File: src/rtl/act_packer_pkg.sv
// Shared defaults and slot-index helper for the activation packer.
package act_packer_pkg;

  localparam int unsigned WIDTH_DEF = 16;
  localparam int unsigned Z_DEF     = 8;
  localparam int unsigned FI_DEF    = 4;
  localparam int unsigned N_DEF     = 16;

  // Slot in the packed word that value k of beat b lands in.
  function automatic int unsigned slot_idx(input int unsigned b, input int unsigned k,
                                           input int unsigned z, input int unsigned fi);
    return b * (z / fi) + k;
  endfunction

endpackage

File: src/rtl/act_packer_if.sv
// Beat-input / packed-word-output handshake bundle for act_packer.
interface act_packer_if #(
    parameter int unsigned width = act_packer_pkg::WIDTH_DEF,
    parameter int unsigned z     = act_packer_pkg::Z_DEF,
    parameter int unsigned fi    = act_packer_pkg::FI_DEF,
    parameter int unsigned n     = act_packer_pkg::N_DEF
) ();
    localparam int unsigned AW = ((n / z) > 1) ? $clog2(n / z) : 1;

    logic                    in_valid;
    logic                    in_ready;
    logic [width*z/fi-1:0]   sigmoid_package;
    logic [width*z/fi-1:0]   sp_package;
    logic                    flush;
    logic                    out_valid;
    logic                    out_ready;
    logic [width*z-1:0]      act_word;
    logic [width*z-1:0]      sp_word;
    logic [AW-1:0]           out_addr;
    logic                    layer_done;

    modport slave (
        input  in_valid, sigmoid_package, sp_package, flush, out_ready,
        output in_ready, out_valid, act_word, sp_word, out_addr, layer_done
    );

    modport master (
        output in_valid, sigmoid_package, sp_package, flush, out_ready,
        input  in_ready, out_valid, act_word, sp_word, out_addr, layer_done
    );
endinterface

File: src/rtl/act_packer_pack_stage.sv
// Packing buffer with beat counter; act_o/sp_o expose the buffer with the current beat merged in.
module act_packer_pack_stage
    import act_packer_pkg::*;
#(
    parameter int unsigned width = WIDTH_DEF,
    parameter int unsigned z     = Z_DEF,
    parameter int unsigned fi    = FI_DEF
) (
    input  logic                  clk,
    input  logic                  reset_n,
    input  logic                  beat_i,
    input  logic                  flush_i,
    input  logic [width*z/fi-1:0] sig_i,
    input  logic [width*z/fi-1:0] sp_i,
    output logic                  last_o,
    output logic [width*z-1:0]    act_o,
    output logic [width*z-1:0]    sp_o
);
    localparam int unsigned PER = z / fi;
    localparam int unsigned BW  = (fi > 1) ? $clog2(fi) : 1;

    logic [BW-1:0]        cnt_q, cnt_d;
    logic [width*z-1:0]   act_q, act_d;
    logic [width*z-1:0]   sp_q,  sp_d;

    assign last_o = (cnt_q == BW'(fi - 1));
    assign act_o  = act_d;
    assign sp_o   = sp_d;

    always_comb begin
        cnt_d = cnt_q;
        act_d = act_q;
        sp_d  = sp_q;
        if (flush_i) begin
            cnt_d = '0;
        end else if (beat_i) begin
            for (int unsigned k = 0; k < PER; k++) begin
                act_d[slot_idx(32'(cnt_q), k, z, fi)*width +: width] = sig_i[k*width +: width];
                sp_d [slot_idx(32'(cnt_q), k, z, fi)*width +: width] = sp_i [k*width +: width];
            end
            cnt_d = last_o ? '0 : cnt_q + 1'b1;
        end
    end

    always_ff @(posedge clk or negedge reset_n) begin
        if (!reset_n) begin
            cnt_q <= '0;
            act_q <= '0;
            sp_q  <= '0;
        end else begin
            cnt_q <= cnt_d;
            act_q <= act_d;
            sp_q  <= sp_d;
        end
    end
endmodule

File: src/rtl/act_packer.sv
// Collects fi narrow beats into one z-wide word and hands it off through a holding output register.
module act_packer
    import act_packer_pkg::*;
#(
    parameter int unsigned width = WIDTH_DEF,
    parameter int unsigned z     = Z_DEF,
    parameter int unsigned fi    = FI_DEF,
    parameter int unsigned n     = N_DEF
) (
    input  logic         clk,
    input  logic         reset_n,
    act_packer_if.slave  bus
);
    localparam int unsigned NW = n / z;
    localparam int unsigned AW = (NW > 1) ? $clog2(NW) : 1;

    logic                 in_ready, beat_acc, word_done, drain, last_beat;
    logic [width*z-1:0]   pk_act, pk_sp;
    logic                 out_valid_q, out_valid_d;
    logic [width*z-1:0]   act_q, act_d, sp_q, sp_d;
    logic [AW-1:0]        addr_q, addr_d, wcnt_q, wcnt_d;

    // Stall only when the next beat would complete a word with nowhere to put it.
    assign drain     = out_valid_q && bus.out_ready;
    assign in_ready  = !(last_beat && out_valid_q && !bus.out_ready);
    assign beat_acc  = bus.in_valid && in_ready && !bus.flush;
    assign word_done = beat_acc && last_beat;

    act_packer_pack_stage #(.width(width), .z(z), .fi(fi)) u_pack (
        .clk     (clk),
        .reset_n (reset_n),
        .beat_i  (beat_acc),
        .flush_i (bus.flush),
        .sig_i   (bus.sigmoid_package),
        .sp_i    (bus.sp_package),
        .last_o  (last_beat),
        .act_o   (pk_act),
        .sp_o    (pk_sp)
    );

    always_comb begin
        out_valid_d = out_valid_q;
        act_d       = act_q;
        sp_d        = sp_q;
        addr_d      = addr_q;
        wcnt_d      = wcnt_q;
        if (bus.flush) begin
            out_valid_d = 1'b0;
            addr_d      = '0;
            wcnt_d      = '0;
        end else if (word_done) begin
            out_valid_d = 1'b1;
            act_d       = pk_act;
            sp_d        = pk_sp;
            addr_d      = wcnt_q;
            wcnt_d      = (wcnt_q == AW'(NW - 1)) ? '0 : wcnt_q + 1'b1;
        end else if (drain) begin
            out_valid_d = 1'b0;
        end
    end

    always_ff @(posedge clk or negedge reset_n) begin
        if (!reset_n) begin
            out_valid_q <= 1'b0;
            act_q       <= '0;
            sp_q        <= '0;
            addr_q      <= '0;
            wcnt_q      <= '0;
        end else begin
            out_valid_q <= out_valid_d;
            act_q       <= act_d;
            sp_q        <= sp_d;
            addr_q      <= addr_d;
            wcnt_q      <= wcnt_d;
        end
    end

    assign bus.in_ready   = in_ready;
    assign bus.out_valid  = out_valid_q;
    assign bus.act_word   = act_q;
    assign bus.sp_word    = sp_q;
    assign bus.out_addr   = addr_q;
    assign bus.layer_done = drain && (addr_q == AW'(NW - 1));
endmodule

File: src/flat_wrapper.sv
// flat-port wrapper written by rule: the top's interface ports become plain ports
module act_packer_flat import act_packer_pkg::*;
#(
    parameter int unsigned width = WIDTH_DEF,
    parameter int unsigned z     = Z_DEF,
    parameter int unsigned fi    = FI_DEF,
    parameter int unsigned n     = N_DEF
)
  (clk, reset_n, bus_in_valid, bus_sigmoid_package, bus_sp_package, bus_flush, bus_out_ready, bus_in_ready, bus_out_valid, bus_act_word, bus_sp_word, bus_out_addr, bus_layer_done);
  act_packer_if #(.width(width), .z(z), .fi(fi), .n(n)) bus_i ();
  input  logic clk;
  input  logic reset_n;
  input wire logic [$bits(bus_i.in_valid)-1:0] bus_in_valid;
  input wire logic [$bits(bus_i.sigmoid_package)-1:0] bus_sigmoid_package;
  input wire logic [$bits(bus_i.sp_package)-1:0] bus_sp_package;
  input wire logic [$bits(bus_i.flush)-1:0] bus_flush;
  input wire logic [$bits(bus_i.out_ready)-1:0] bus_out_ready;
  output wire logic [$bits(bus_i.in_ready)-1:0] bus_in_ready;
  output wire logic [$bits(bus_i.out_valid)-1:0] bus_out_valid;
  output wire logic [$bits(bus_i.act_word)-1:0] bus_act_word;
  output wire logic [$bits(bus_i.sp_word)-1:0] bus_sp_word;
  output wire logic [$bits(bus_i.out_addr)-1:0] bus_out_addr;
  output wire logic [$bits(bus_i.layer_done)-1:0] bus_layer_done;
  assign bus_i.in_valid = bus_in_valid;
  assign bus_i.sigmoid_package = bus_sigmoid_package;
  assign bus_i.sp_package = bus_sp_package;
  assign bus_i.flush = bus_flush;
  assign bus_i.out_ready = bus_out_ready;
  assign bus_in_ready = bus_i.in_ready;
  assign bus_out_valid = bus_i.out_valid;
  assign bus_act_word = bus_i.act_word;
  assign bus_sp_word = bus_i.sp_word;
  assign bus_out_addr = bus_i.out_addr;
  assign bus_layer_done = bus_i.layer_done;
  act_packer #(.width(width), .z(z), .fi(fi), .n(n)) u_core (.clk(clk), .reset_n(reset_n), .bus(bus_i));
endmodule
File: config.mk
export PLATFORM = sky130hd
export DESIGN_NAME = act_packer_flat
export DESIGN_NICKNAME = d
export VERILOG_FILES = /design/src/rtl/act_packer_pkg.sv /design/src/rtl/act_packer_if.sv /design/src/rtl/act_packer_pack_stage.sv /design/src/rtl/act_packer.sv /design/src/flat_wrapper.sv
export SDC_FILE = /design/constraint.sdc
export NUM_CORES = 1
export LEC_CHECK = 0
export CORE_MARGIN = 2
export CORE_UTILIZATION = 52
export CTS_CLUSTER_SIZE = 16
export DETAILED_ROUTE_END_ITERATION = 16
export GPL_TIMING_DRIVEN = 0
export PLACE_DENSITY = 0.91
export SLEW_MARGIN = 10
export SYNTH_ARGS = -nofsm -noshare
export SYNTH_HDL_FRONTEND = slang
export SYNTH_SLANG_ARGS = --single-unit
File: constraint.sdc
create_clock -name clk -period 2.42 [get_ports clk]
set_input_delay 0.726 -clock clk [delete_from_list [all_inputs] [get_ports clk]]
set_output_delay 0.726 -clock clk [all_outputs]
set_load 0.01 [all_outputs]
# Yosys cells after proc, flatten, opt, wreduce, memory -nomap -nowiden
# Index checks and enable logic that the tools add are counted.
[classes]
n_reduce_logical = 14
n_shift = 6
mux = 19
add_sub_neg = 5
n_eq_ne = 1
bitwise_logic = 1
[ops]
columns = ["op", "n"]
rows = [
  ["bitwise mux 128 bit", 4],
  ["2-to-1 mux 128 bit", 4],
  ["variable part select 16 x 34 -> 128 bit", 4],
  ["variable shift 16 x 34 -> 128 bit, first input constant", 2],
  ["negator 7 -> 34 bit", 1],
  ["negator 8 -> 34 bit", 1],
  ["2-to-1 mux 1 bit", 8],
  ["logical AND 1 bit", 7],
  ["2-to-1 mux 2 bit", 3],
  ["adder 3 x 1 -> 4 bit, second input constant", 1],
  ["nonzero test 2 bit", 2],
  ["logical NOT 1 bit", 3],
  ["nonzero test 3 bit", 1],
  ["adder 2 x 1 -> 2 bit, second input constant", 1],
  ["equality test 2 bit, second input constant", 1],
  ["AND reduction 2 bit", 1],
  ["adder 1 bit, second input constant", 1],
  ["inverter 1 bit", 1],
]
[totals]
register_bits = 517
elab_cells = 54
output_inout_bits = 260
inputBits = 69

# Longest topological paths before layout
# Gate-level depths: netlist (run 1).
[depth]
word_depth = 9
mapped_depth = 9
depth_no_buf = 5

# By module
# From an unflattened synthesis (run 1), not the netlist that was laid out.
[hier_totals]
cells_unflattened = 1566
area_unflattened_um2 = 22541.6
[by_module_without_submodules]
columns = ["module", "seq_area_each_um2", "n_inst", "cells_per_inst", "area_per_inst_um2"]
rows = [
  ["act_packer_pack_stage", 6456.2, 1, 1010, 12044.1],
  ["act_packer", 6481.2, 1, 556, 10497.6],
]

# Least setup slack after synthesis (run 1)
# Ideal clock, no wire load.
[synth_timing]
path_kind = "input to output"
startpoint = "input bus_out_ready"
endpoint = "output bus_in_ready"
n_path_buf = 3
required_time_ps = 1694
t_arrival_ps = 1403
cell_stages = 5
path_slack_ps = 291
cell_sequence = "and3b_1 buf_2 buf_6 clkinv_4 buf_2"
[synth_via]
elab_chain_len = 3
[synth_rtl]
columns = ["element", "line_no", "rtl"]
rows = [
  ["start: declaration", "flat_wrapper.sv:17", "input wire logic [$bits(bus_i.out_ready)-1:0] bus_out_ready;"],
  ["logical NOT 1 bit", "act_packer.sv:25", "assign in_ready = !(last_beat && out_valid_q && !bus.out_ready);"],
  ["logical AND 1 bit", "act_packer.sv:25", ""],
  ["logical NOT 1 bit", "act_packer.sv:25", ""],
  ["end: declaration", "flat_wrapper.sv:18", "output wire logic [$bits(bus_i.in_ready)-1:0] bus_in_ready;"],
]
# No other way between the ends.

# Worst setup path after layout (run 1)
[layout_timing]
startpoint = "register u_core.u_pack.cnt_q[1]"
endpoint = "output bus_in_ready"
[layout_via]
elab_chain_len = 4
[layout_rtl]
columns = ["element", "line_no", "rtl"]
rows = [
  ["start: declaration", "act_packer_pack_stage.sv:22", "logic [BW-1:0] cnt_q, cnt_d;"],
  ["start signal: assignment", "act_packer_pack_stage.sv:51", "cnt_q <= cnt_d;"],
  ["equality test 2 bit", "act_packer_pack_stage.sv:26", "assign last_o = (cnt_q == BW'(fi - 1));"],
  ["logical AND 1 bit (2 in a row)", "act_packer.sv:25", ""],
  ["logical NOT 1 bit", "act_packer.sv:25", ""],
]
# No other way between the ends.

==> results of run 1 <==
==> power breakdown <==
group / internal (µW) / switching, µW
Clock: 4430 / 2960
Combinational: 1970 / 2000
Sequential: 8630 / 705
Total: 15000 / 5670
==> layout make-up <==
type                    instances  area (µm²)  share of cell area (%)
diodes                          1        2.50                  0.0104
plain buffers                 185        1050                    4.35
clock buffers                  70        1410                    5.83
clock inverters                15         175                   0.727
inverters                       4        41.3                   0.171
multi-input cells            1063        5950                    24.7
flip-flops and latches        453       11300                    47.1
well taps                     455         569                    2.36
repair buffers                352        3550                    14.7
repair inverters                1        11.3                  0.0467
==> through the flow <==
step                      utilization, %  power (µW)
after detailed placement            64.3       13300
after global placement              64.0       13100
after CTS                           69.1       20600
after floorplan                        -       10700
after global routing                69.6       21400
final                               69.6       20700
==> cells by family (layout without fill, tap and decap cells) <==
family	Yosys count	in the layout	synth area share, %
mux	1	1	0.0547
compound gates	646	646	20.3
flops	453	453	61.9
buf+inv	192	627	5.72
other cells	0	1	0
fa+ha+maj	5	5	0.342
simple gates	411	411	11.7
==> how the worst max path moves through the flow <==
stage,end,depth (start not counted),startpoint
after floorplan,bus_in_ready,5,bus_out_ready
after global placement,u_core.bus.act_word[40]$_DFFE_PN0P_,1,reset_n
after detailed placement,bus_in_ready,7,bus_out_ready
after CTS,bus_in_ready,6,u_core.u_pack.cnt_q[1]$_DFFE_PN0P_
after global routing,bus_in_ready,6,u_core.u_pack.cnt_q[1]$_DFFE_PN0P_
final,bus_in_ready,6,u_core.u_pack.cnt_q[1]$_DFFE_PN0P_
==> state kept, by name (all words and copies together) (netlist names) <==
register              flops
u_core.bus.act_word     128
u_core.bus.sp_word      128
u_core.u_pack.act_q      96
u_core.u_pack.sp_q       96
u_core.u_pack.cnt_q       2
u_core.bus.out_addr       1
u_core.bus.out_valid      1
u_core.wcnt_q             1
==> worst reg2reg max path, cell delays in order (launching register included) <==
cell                      delay (ns)
sky130_fd_sc_hd__dfrtp_1        0.41
sky130_fd_sc_hd__buf_4          0.15
sky130_fd_sc_hd__buf_4          0.16
sky130_fd_sc_hd__inv_1          0.11
sky130_fd_sc_hd__ha_1           0.17
sky130_fd_sc_hd__and3b_1        0.15
sky130_fd_sc_hd__buf_2          0.34
sky130_fd_sc_hd__buf_2          0.34
sky130_fd_sc_hd__nand4_1        0.18
sky130_fd_sc_hd__a31oi_1        0.26
==> routing by layer <==
metal  up-vias  track usage [%]  part of all wire (%)
met5         -                0                     0
met4         0             16.1                   4.6
met3       218             10.4                    11
met2      1179             55.7                    47
met1      8470             43.7                    37
li1       7168                -                     -
==> cells in the final DEF, fill, tap and decap left out, types with 2 or more instances in the layout <==
master	instances
sky130_fd_sc_hd__o21ai_0	194
sky130_fd_sc_hd__nand2_1	193
sky130_fd_sc_hd__clkbuf_4	3
sky130_fd_sc_hd__clkinv_2	11
sky130_fd_sc_hd__buf_8	2
sky130_fd_sc_hd__clkbuf_8	10
sky130_fd_sc_hd__o21ai_1	2
sky130_fd_sc_hd__clkbuf_16	49
sky130_fd_sc_hd__buf_4	27
sky130_fd_sc_hd__nand2b_1	3
sky130_fd_sc_hd__dfrtp_2	3
sky130_fd_sc_hd__clkdlybuf4s50_1	323
sky130_fd_sc_hd__nand4_1	192
sky130_fd_sc_hd__nand3b_1	2
sky130_fd_sc_hd__nor2b_1	2
sky130_fd_sc_hd__clkbuf_2	6
sky130_fd_sc_hd__a21oi_1	194
sky130_fd_sc_hd__bufinv_16	4
sky130_fd_sc_hd__nand3_1	2
sky130_fd_sc_hd__ha_1	3
sky130_fd_sc_hd__dfrtp_1	450
sky130_fd_sc_hd__a31oi_1	192
sky130_fd_sc_hd__buf_16	4
sky130_fd_sc_hd__inv_1	3
sky130_fd_sc_hd__and3b_1	5
sky130_fd_sc_hd__and4_1	2
sky130_fd_sc_hd__buf_6	28
sky130_fd_sc_hd__buf_2	65
sky130_fd_sc_hd__a22o_1	64
sky130_fd_sc_hd__clkbuf_1	86
==> what timing repair did <==
item,CTS,global route
endpoints found under the setup margin,44,140
gates cloned,0,1
buffers inserted,7,14
pin swaps,0,2
gates resized for setup,20,20
==> impl_results.md, run 1 <==
* Run status: finished, violations left
* Violated checks: negative setup slack
* Post-DRT Antenna Nets at 0
* Critical Path Fanout Max at 6
* Ratio of routed vias to standard cells at 6.55
* Wire length of the first global-routing pass at 97500 µm
* Critical Path Most Common Cell: sky130_fd_sc_hd__buf_6
* Die W at 192 µm
* Final setup violation count at 1
* Commonest cells in the netlist: sky130_fd_sc_hd__dfrtp_1, sky130_fd_sc_hd__a21oi_1, sky130_fd_sc_hd__o21ai_0, sky130_fd_sc_hd__nand2_1
* Post-synth cell types at 32
* Fraction of final layout cells with drive strength greater than 1 at 10.4%
* Part of the Yosys area used for sequential elements at 61.9%
* Critical path capture point type: output pin
* Mapped Avg Cell Area at 10.7 µm²
* Number of buffers on the longest clock path at 3
* Std cell rows at 68
* Synth warn at 0
* Final Critical Period at 2.45 ns
* Total number of vias at 17000
* Largest delay share family, worst path: flip-flops
* Synth Instances at 1708
* Post-synth top area share at 61.9%
* Clock buffer count from CTS at 46
* Most used DFF post-synth: sky130_fd_sc_hd__dfrtp_1
* Synth async-reset ratio at 100%
* Pin count of the biggest net entering global routing at 119
* Worst R2R End: u_core.bus.act_word[88]$_DFFE_PN0P_
* Vertical extent of the die at 192 µm
* Power density normalized to cell area at 859 nW/µm²
* Overall overflow remaining after global route at 0
* Class of the tightest hold or removal check: input pin to async pin
* Starting utilization of the core area at 52.9%
* Leak pwr at 0.0114 µW
* Max-cap violations at 0
* Filler Cells Inserted at 2428
* Final setup margin at -0.0340 ns
* CP Data Required Time at 1.69 ns
* Number of hold violations in the final report at 0
* Area growth from synthesis to final layout at 31.6%
* Most frequent cell after synthesis: sky130_fd_sc_hd__dfrtp_1
* Signal arrival time at the worst endpoint at 1.73 ns
* Global-route total usage across every layer at 34.8%
* Clock tree from TritonCTS: yes
* Slowest cell on the critical path: sky130_fd_sc_hd__dfrtp_2
* Largest cells by area after synthesis: sky130_fd_sc_hd__dfrtp_1, sky130_fd_sc_hd__a31oi_1, sky130_fd_sc_hd__nand4_1
* Maximum clock frequency at 407 MHz
* Number of global-route vias before repair at 17100
* Maximum vdd drop at 0.636 mV
* Period Utilization, post-route at 101%
* Initial antenna violation count at 0
* Number of buffers inserted for hold repair after clock tree synthesis at 0
* Die area at 36700 µm²
* Crit Path Category: flip-flop to output pin
* RSZ-0062 raised after global routing: true
* Top cell type by total area after synthesis: sky130_fd_sc_hd__dfrtp_1
* Synthesis-stage register bit count at 453
* Clk sinks at 453
* Non-Filler Instances at 2599
* Minimum setup slack among reg-to-reg paths at 0.04 ns
* Post-Syn Nets at 1782
* Register clock-pin slew on the reported worst setup and hold paths at 0.06 ns
* Total of buffers placed on input and output ports at 327
* Final HPWL DP at 45500 µm
* Design Area, Final at 24100 µm²
* Number of DRC markers after the initial detailed-route iteration at 1788
* Total core area at 34600 µm²
* Iteration count of the initial detailed-routing pass at 6
* Worst reg2reg path depth at 9
* Slowest Stage Delay on Critical Path at 0.43 ns
* Mapped Area at 18300 µm²
* Crit path buffers/inverters at 4
* Kind of start point of the critical path: flip-flop
* Worst-Margin Slew at 0.757 ns
* Worst flop-to-flop path startpoint: u_core.u_pack.cnt_q[0]$_DFFE_PN0P_
* Crit-path cells: ha_4, and3b_1, buf_6, buf_12, clkinv_16, buf_6
* Cell count after placement at 2494
* Routed WL at 64600 µm
* Insertion delay to the later sink of the worst-skew pair at 0.55 ns
* Fin nets at 2180
* Number of ports placed on the die boundary at 329
* Worst Clk Skew at 0.0135 ns
* DP Area at 22300 µm²
* Clock H-tree levels at 2
* Total Negative Setup Slacks at -0.0340 ns
* Max-slew violation count at 0
* Residual DRC at 0
* Library cell used as clock root buffer: sky130_fd_sc_hd__clkbuf_16
* Tightest slew margin relative to the limit at 49.6%
* Hold slack at 0.130 ns
* Pre-CTS WS at -1.08 ns
* Number of flops mapped to enable cells by yosys at 0
* RePlAce Congestion at 0.910
* Routed wire per std cell at 24.9 µm
Power figures use the tool's default switching activity.
==> inputs of run 2 (changes only) <==
--- a/config.mk
+++ b/config.mk
@@ -5,10 +5,12 @@
 export SDC_FILE = /design/constraint.sdc
 export NUM_CORES = 1
 export LEC_CHECK = 0
+export CORE_ASPECT_RATIO = 0.9
 export CORE_MARGIN = 2
 export CORE_UTILIZATION = 52
 export CTS_CLUSTER_SIZE = 16
 export DETAILED_ROUTE_END_ITERATION = 16
+export GPL_ROUTABILITY_DRIVEN = 0
 export GPL_TIMING_DRIVEN = 0
 export PLACE_DENSITY = 0.91
 export SLEW_MARGIN = 10
==> run 2 against run 1 <==
Against the previous run: the flow still finishes with violations (negative setup slack); routed wire length is 2.9% higher; setup slack worse by 0.027 ns; clock power is 2% lower; sequential share of layout area is essentially flat; sequential power hardly changed; critical endpoint unchanged; largest cell class unchanged.
==> impl_results.md, run 2 (synthesis gave the netlist of run 1 again) <==
* Register clock-pin slew on the reported worst setup and hold paths at 0.06 ns (about the same)
* Period Utilization, post-route at 103% (+1.1 points)
* Worst reg2reg path depth at 8 (-1)
* Total number of cells along the worst setup path at 6 (unchanged)
* Worst Clk Skew at 0.0146 ns (+0.00109 ns)
* Crit-path cells: buf_6, ha_4, and3b_2, buf_12, clkinv_16, buf_6
* Max-cap violations at 0 (unchanged)
* Insertion delay to the later sink of the worst-skew pair at 0.56 ns (about the same)
* Number of DRC markers after the initial detailed-route iteration at 2456 (+37%)
* Routed wire per std cell at 25.5 µm (+2.3%)
* Starting utilization of the core area at 52.5% (-0.40 points)
* Total of buffers placed on input and output ports at 327 (unchanged)
* DP Area at 22300 µm² (about the same)
* Final Critical Period at 2.48 ns (+0.0272 ns)
* CP Data Required Time at 1.69 ns (about the same)
* Signal arrival time at the worst endpoint at 1.76 ns (+0.03 ns)
* Residual DRC at 0 (unchanged)
* Critical path capture point type: output pin
* Overall overflow remaining after global route at 0 (unchanged)
* Number of ports placed on the die boundary at 329 (unchanged)
* Critical Path Fanout Max at 5 (-1)
* Leading cell types in the layout, fill and taps excluded: sky130_fd_sc_hd__dfrtp_1, sky130_fd_sc_hd__clkdlybuf4s50_1, sky130_fd_sc_hd__o21ai_0, sky130_fd_sc_hd__a21oi_1, sky130_fd_sc_hd__nand2_1
* Total core area at 34900 µm² (+0.76%)
* Fin nets at 2183 (+0.14%)
* Largest delay share family, worst path: buffers and inverters
* Slowest Stage Delay on Critical Path at 0.41 ns (-0.02 ns)
* Worst-Margin Slew at 0.715 ns (-0.0413 ns)
* Crit path to: bus_in_ready
* Slowest cell on the critical path: sky130_fd_sc_hd__dfrtp_2
* Routed WL at 66500 µm (+2.9%)
* Critical Path Most Common Cell: sky130_fd_sc_hd__buf_6
* Maximum vdd drop at 0.529 mV (-17%)
* Kind of start point of the critical path: flip-flop
* Die area at 36700 µm² (about the same)
* Total number of vias at 17500 (+2.8%)
* Tightest slew margin relative to the limit at 52.3% (+2.8 points)
* Vertical extent of the die at 182 µm (-5.0%)
* Maximum clock frequency at 403 MHz (-1.1%)
* Iteration count of the initial detailed-routing pass at 8 (+2)
* Initial antenna violation count at 2 (+2)
* Clock H-tree levels at 2 (unchanged)
* Class of the tightest hold or removal check: flip-flop to flip-flop
* Run status: finished, violations left
* Final standard cell utilization of the core at 69.1% (-0.50 points)
* Worst R2R End: u_core.bus.act_word[36]$_DFFE_PN0P_
* Ratio of routed vias to standard cells at 6.70 (+2.2%)
* Minimum setup slack among reg-to-reg paths at 0.05 ns (about the same)
* Area growth from synthesis to final layout at 31.7% (about the same)
* Number of hold violations in the final report at 0 (unchanged)
* Post-DRT Antenna Nets at 0 (unchanged)
* Pin count of the biggest net entering global routing at 119 (unchanged)
* Critical Path Source: u_core.u_pack.cnt_q[1]$_DFFE_PN0P_
* Design Area, Final at 24100 µm² (about the same)
* Most frequent standard cell in the layout excluding fill and tap cells: sky130_fd_sc_hd__dfrtp_1
* Crit Path Category: flip-flop to output pin
* Final setup margin at -0.0612 ns (-0.0272 ns)
* Final HPWL DP at 45800 µm (+0.47%)
* Clock buffer count from CTS at 45 (-2.2%)
* Fraction of final layout cells with drive strength greater than 1 at 10.4% (unchanged)
* Number of global-route vias before repair at 17300 (+1.2%)
* Number of buffers on the longest clock path at 3 (unchanged)
* Std cell rows at 65 (-4.4%)
* Library cell used as clock root buffer: sky130_fd_sc_hd__clkbuf_16
* Wire length of the first global-routing pass at 102000 µm (+4.4%)
* Violated checks: negative setup slack
* Power density normalized to cell area at 855 nW/µm² (-0.45%)
* Leak pwr at 0.0114 µW (about the same)
* Global-route total usage across every layer at 35.9% (+1.0 points)
* Clk sinks at 453 (unchanged)
* RSZ-0062 raised after global routing: true
* Max-slew violation count at 0 (unchanged)
* Die W at 202 µm (+5.3%)
* Crit path buffers/inverters at 4 (unchanged)
* Worst flop-to-flop path startpoint: u_core.u_pack.cnt_q[0]$_DFFE_PN0P_
* Clock tree from TritonCTS: yes
* Final setup violation count at 1 (unchanged)
run 2: cell types whose count changed in the layout (fill, tap and decap cells not counted), moves of 2 or more:
cell / before / now
sky130_fd_sc_hd__clkbuf_4: 3 / 7
sky130_fd_sc_hd__clkbuf_16: 49 / 45
sky130_fd_sc_hd__buf_2: 65 / 59
sky130_fd_sc_hd__inv_6: 0 / 2
sky130_fd_sc_hd__clkbuf_1: 86 / 83
sky130_fd_sc_hd__buf_4: 27 / 29
sky130_fd_sc_hd__clkinv_2: 11 / 8
sky130_fd_sc_hd__dfrtp_2: 3 / 1
sky130_fd_sc_hd__dfrtp_1: 450 / 452
sky130_fd_sc_hd__clkbuf_2: 6 / 8
sky130_fd_sc_hd__clkbuf_8: 10 / 12
run 2: per-stage QoR:
step	TNS, ns	hold slack [ns]	power, µW	setup slack [ns]	instances
6_report	-0.0612	0.504	20600	-0.0612	2613
3_5_place_dp	-160.73	0.475	13300	-1.06	2508
2_1_floorplan	0	0.430	10700	0.291	1708
4_1_cts	-0.106	0.501	20500	-0.106	2598
3_3_place_gp	-8342.98	0.462	13200	-18.15	2504
5_1_grt	-0.105	0.517	21200	-0.0914	2613
run 2: layout make-up:
class | instances | area (µm²)
timing repair inverter | 1 | 11.3
clock buffer | 66 | 1330
tap | 469 | 587
inverter | 4 | 41.3
sequential | 453 | 11300
fill | 2348 | 10800
multi-input combinational | 1063 | 5950
timing repair buffer | 356 | 3600
buffer | 185 | 1060
antenna | 1 | 2.50
clock inverter | 15 | 185
run 2: repair_timing:
| item | in CTS | in global routing |
|---|---|---|
| buffers inserted | 10 | 14 |
| pin swaps | 2 | 5 |
| cloned | 0 | 1 |
| hold buffers | 1 | 0 |
| hold endpoints to repair | 13 | 0 |
| gates resized for setup | 20 | 35 |
| endpoints found under the setup margin | 25 | 129 |
run 2: power by group:
part	total (µW)	switching (µW)	leakage, µW	internal [µW]
Clock	7210	2990	0.000748	4220
Sequential	9320	696	0.00611	8630
Combinational	4070	2090	0.00455	1990
Total	20600	5770	0.0114	14800
run 2: per-layer routing:
layer,GRT usage [%],vias to the layer above,routed length (µm)
met5,0,-,12
met4,16.5,2,3520
met3,10.1,312,8440
met2,56.5,1368,30600
met1,46.5,8649,23900
li1,-,7179,-
run 2: worst min-delay path by stage:
stage / from / end / slack (ns) / cells past startpoint
floorplan: reset_n / u_core.bus.act_word[0]$_DFFE_PN0P_ / 0.43 / 0
detailed placement: u_core.u_pack.act_q[15]$_DFF_PN0_ / u_core.u_pack.act_q[15]$_DFF_PN0_ / 0.48 / 2
global route: u_core.bus.act_word[105]$_DFFE_PN0P_ / u_core.bus.act_word[105]$_DFFE_PN0P_ / 0.52 / 1
global placement: u_core.wcnt_q$_DFFE_PN0P_ / u_core.wcnt_q$_DFFE_PN0P_ / 0.46 / 1
finish: u_core.bus.sp_word[118]$_DFFE_PN0P_ / u_core.bus.sp_word[118]$_DFFE_PN0P_ / 0.50 / 1
CTS: bus_in_valid / u_core.u_pack.cnt_q[1]$_DFFE_PN0P_ / 0.50 / 3
==> inputs of run 3 (changes only) <==
--- a/config.mk
+++ b/config.mk
@@ -13,6 +13,7 @@
 export GPL_ROUTABILITY_DRIVEN = 0
 export GPL_TIMING_DRIVEN = 0
 export PLACE_DENSITY = 0.91
+export RECOVER_POWER = 50
 export SLEW_MARGIN = 10
 export SYNTH_ARGS = -nofsm -noshare
 export SYNTH_HDL_FRONTEND = slang
==> run 3 against run 2 <==
Against the previous run: largest cell class unchanged; clock-buffer cell count stayed put; setup slack lost 0.0044 ns; critical endpoint unchanged; sequential cell count stayed put; cell count unchanged; routed wire length is 0.13% lower; sequential power hardly changed; power fell by 0.15%; combinational power hardly changed; core utilization decreased by 0.17 points; final area shrank 0.24%; the flow still finishes with violations (negative setup slack); sequential share of layout area increased by 0.11 points; clock power is essentially flat.
==> impl_results.md, run 3 (synthesis gave the netlist of run 1 again) <==
* Routed WL at 66400 µm (-0.13%)
* Clock tree from TritonCTS: yes
* Max-cap violations at 0 (unchanged)
* Power spent charging and discharging nets at 5750 µW (-0.37%)
* Critical path capture point type: output pin
* Maximum vdd drop at 0.531 mV (+0.29%)
* Leading cell types in the layout, fill and taps excluded: sky130_fd_sc_hd__dfrtp_1, sky130_fd_sc_hd__clkdlybuf4s50_1, sky130_fd_sc_hd__o21ai_0, sky130_fd_sc_hd__a21oi_1, sky130_fd_sc_hd__nand2_1
* Power density normalized to cell area at 856 nW/µm² (about the same)
* Die area at 36700 µm² (unchanged)
* Iteration count of the initial detailed-routing pass at 7 (-1)
* Worst R2R End: u_core.bus.act_word[36]$_DFFE_PN0P_
* Run status: finished, violations left
* Net Sw Frac at 28.0% (-0.060 points)
* Post-DRT Antenna Nets at 0 (unchanged)
* Crit path to: bus_in_ready
* Worst flop-to-flop path startpoint: u_core.u_pack.cnt_q[0]$_DFFE_PN0P_
* Library cell used as clock root buffer: sky130_fd_sc_hd__clkbuf_16
* Filler Cells Inserted at 2358 (+0.43%)
* Number of global-route vias before repair at 17300 (unchanged)
* Combinational fraction of design power at 19.7% (about the same)
* Fraction of final layout cells with drive strength greater than 1 at 10.4% (-0.047 points)
* Wire length of the first global-routing pass at 102000 µm (unchanged)
* Met3 routed wirelength at 8530 µm (+1.1%)
* Internal power component at 14800 µW (about the same)
* Overall power consumption at 20600 µW (-0.15%)
* Total core area at 34900 µm² (unchanged)
* Clock H-tree levels at 2 (unchanged)
* Global-route total usage across every layer at 35.9% (unchanged)
* Metal1 wirelength at 23800 µm (-0.46%)
* Non-Filler Instances at 2613 (unchanged)
* Period Utilization, post-route at 103% (+0.18 points)
* Number of buffers on the longest clock path at 3 (unchanged)
* Initial antenna violation count at 2 (unchanged)
* Insertion delay to the later sink of the worst-skew pair at 0.55 ns (about the same)
* Minimum setup slack among reg-to-reg paths at 0.06 ns (about the same)
* Most frequent standard cell in the layout excluding fill and tap cells: sky130_fd_sc_hd__dfrtp_1
* Total of buffers placed on input and output ports at 327 (unchanged)
* CP Data Required Time at 1.69 ns (about the same)
* Routed wire per std cell at 25.4 µm (-0.13%)
* DP Area at 22300 µm² (unchanged)
* Number of ports placed on the die boundary at 329 (unchanged)
* Critical Path Fanout Max at 5 (unchanged)
* DR top layer: met5
* Clk sinks at 453 (unchanged)
* Vertical extent of the die at 182 µm (unchanged)
* Final standard cell utilization of the core at 68.9% (-0.17 points)
* Tightest slew margin relative to the limit at 28.0% (-24 points)
* Pin count of the biggest net entering global routing at 119 (unchanged)
* Clock buffer count from CTS at 45 (unchanged)
* Worst reg2reg path depth at 8 (unchanged)
* Sequential group share of total power at 45.3% (about the same)
* Routed length on met2 at 30700 µm (+0.29%)
* Final HPWL DP at 45800 µm (unchanged)
* Starting utilization of the core area at 52.5% (unchanged)
* Cell count after placement at 2508 (unchanged)
* Kind of start point of the critical path: flip-flop
* Residual DRC at 0 (unchanged)
* Std cell rows at 65 (unchanged)
* Number of DRC markers after the initial detailed-route iteration at 2543 (+3.5%)
* Overall overflow remaining after global route at 0 (unchanged)
* Maximum clock frequency at 402 MHz (-0.18%)
* Final setup violation count at 1 (unchanged)
* Signal arrival time at the worst endpoint at 1.76 ns (about the same)
* Critical Path Source: u_core.u_pack.cnt_q[1]$_DFFE_PN0P_
* Class of the tightest hold or removal check: flip-flop to flip-flop
* Die W at 202 µm (unchanged)
* Number of hold violations in the final report at 0 (unchanged)
* Violated checks: negative setup slack
* Worst Clk Skew at 0.0153 ns (+0.000673 ns)
* Fin nets at 2183 (unchanged)
* Final Critical Period at 2.49 ns (+0.00438 ns)
* Max-slew violation count at 0 (unchanged)
* RSZ-0062 raised after global routing: true
* Crit Path Category: flip-flop to output pin
* Leak pwr at 0.0114 µW (-0.20%)
* Final setup margin at -0.0656 ns (-0.00438 ns)
* Total number of vias at 17600 (+0.25%)
* Pre-CTS WS at -1.06 ns (unchanged)
* Clock network fraction of total power at 35.0% (about the same)
* Register clock-pin slew on the reported worst setup and hold paths at 0.06 ns (about the same)
* Worst-Margin Slew at 1.08 ns (+0.364 ns)
* Ratio of routed vias to standard cells at 6.72 (+0.25%)
* Design Area, Final at 24000 µm² (-0.24%)
* Area growth from synthesis to final layout at 31.3%
[run 3: worst min path at each step]
stage               depth (start not counted)                                    to  slack, ns                                  from
detailed placement                          2     u_core.u_pack.act_q[15]$_DFF_PN0_       0.48     u_core.u_pack.act_q[15]$_DFF_PN0_
finish                                      1   u_core.bus.sp_word[110]$_DFFE_PN0P_       0.51   u_core.bus.sp_word[110]$_DFFE_PN0P_
CTS                                         3    u_core.u_pack.cnt_q[1]$_DFFE_PN0P_       0.50                          bus_in_valid
global placement                            1             u_core.wcnt_q$_DFFE_PN0P_       0.46             u_core.wcnt_q$_DFFE_PN0P_
global route                                1  u_core.bus.act_word[105]$_DFFE_PN0P_       0.52  u_core.bus.act_word[105]$_DFFE_PN0P_
floorplan                                   0    u_core.bus.act_word[0]$_DFFE_PN0P_       0.43                               reset_n
[run 3: cell type report]
class	instances	area [µm²]	share of cell area, %
Sequential cell	453	11300	47.2
Multi-Input combinational cell	1063	5950	24.8
Timing Repair Buffer	356	3540	14.7
Clock buffer	66	1330	5.51
Buffer	185	1060	4.41
Tap cell	469	587	2.44
Clock inverter	15	185	0.770
Inverter	4	41.3	0.172
Timing Repair inverter	1	11.3	0.0468
Antenna cell	1	2.50	0.0104
[run 3: repair_timing]
| item | 4_1_cts | 5_1_grt |
|---|---|---|
| gates cloned | 0 | 1 |
| pin swaps | 2 | 5 |
| buffers inserted | 10 | 14 |
| endpoints found under the hold margin | 13 | 0 |
| hold buffers | 1 | 0 |
| resized for setup | 20 | 35 |
| setup endpoints to repair | 25 | 129 |
[run 3: metal layers]
metal | global-route usage [%] | vias to the layer above
li1 | - | 7192
met1 | 46.5 | 8616
met2 | 56.5 | 1445
met3 | 10.1 | 299
met4 | 16.5 | 2
met5 | 0 | -
[run 3: power groups by stage]
stage	combinational (µW)	clock (µW)	sequential, µW
floorplan	1140	0	9560
global placement	3790	0	9370
detailed placement	3940	0	9380
CTS	4020	7190	9280
global route	4330	7480	9390
finish	4060	7200	9320
[run 3: critical path: stages, from the launching register on]
cell and delay [ns]:
sky130_fd_sc_hd__dfrtp_2 0.41, sky130_fd_sc_hd__buf_6 0.13, sky130_fd_sc_hd__ha_4 0.16, sky130_fd_sc_hd__and3b_2 0.22, sky130_fd_sc_hd__buf_12 0.15, sky130_fd_sc_hd__clkinv_16 0.05
sky130_fd_sc_hd__buf_6 0.09
[run 3: metrics by stage]
step | TNS (ns) | hold slack [ns]
floorplan | 0 | 0.430
finish | -0.0656 | 0.505
detailed placement | -160.73 | 0.475
global placement | -8342.98 | 0.462
CTS | -0.106 | 0.501
global route | -2.76 | 0.517
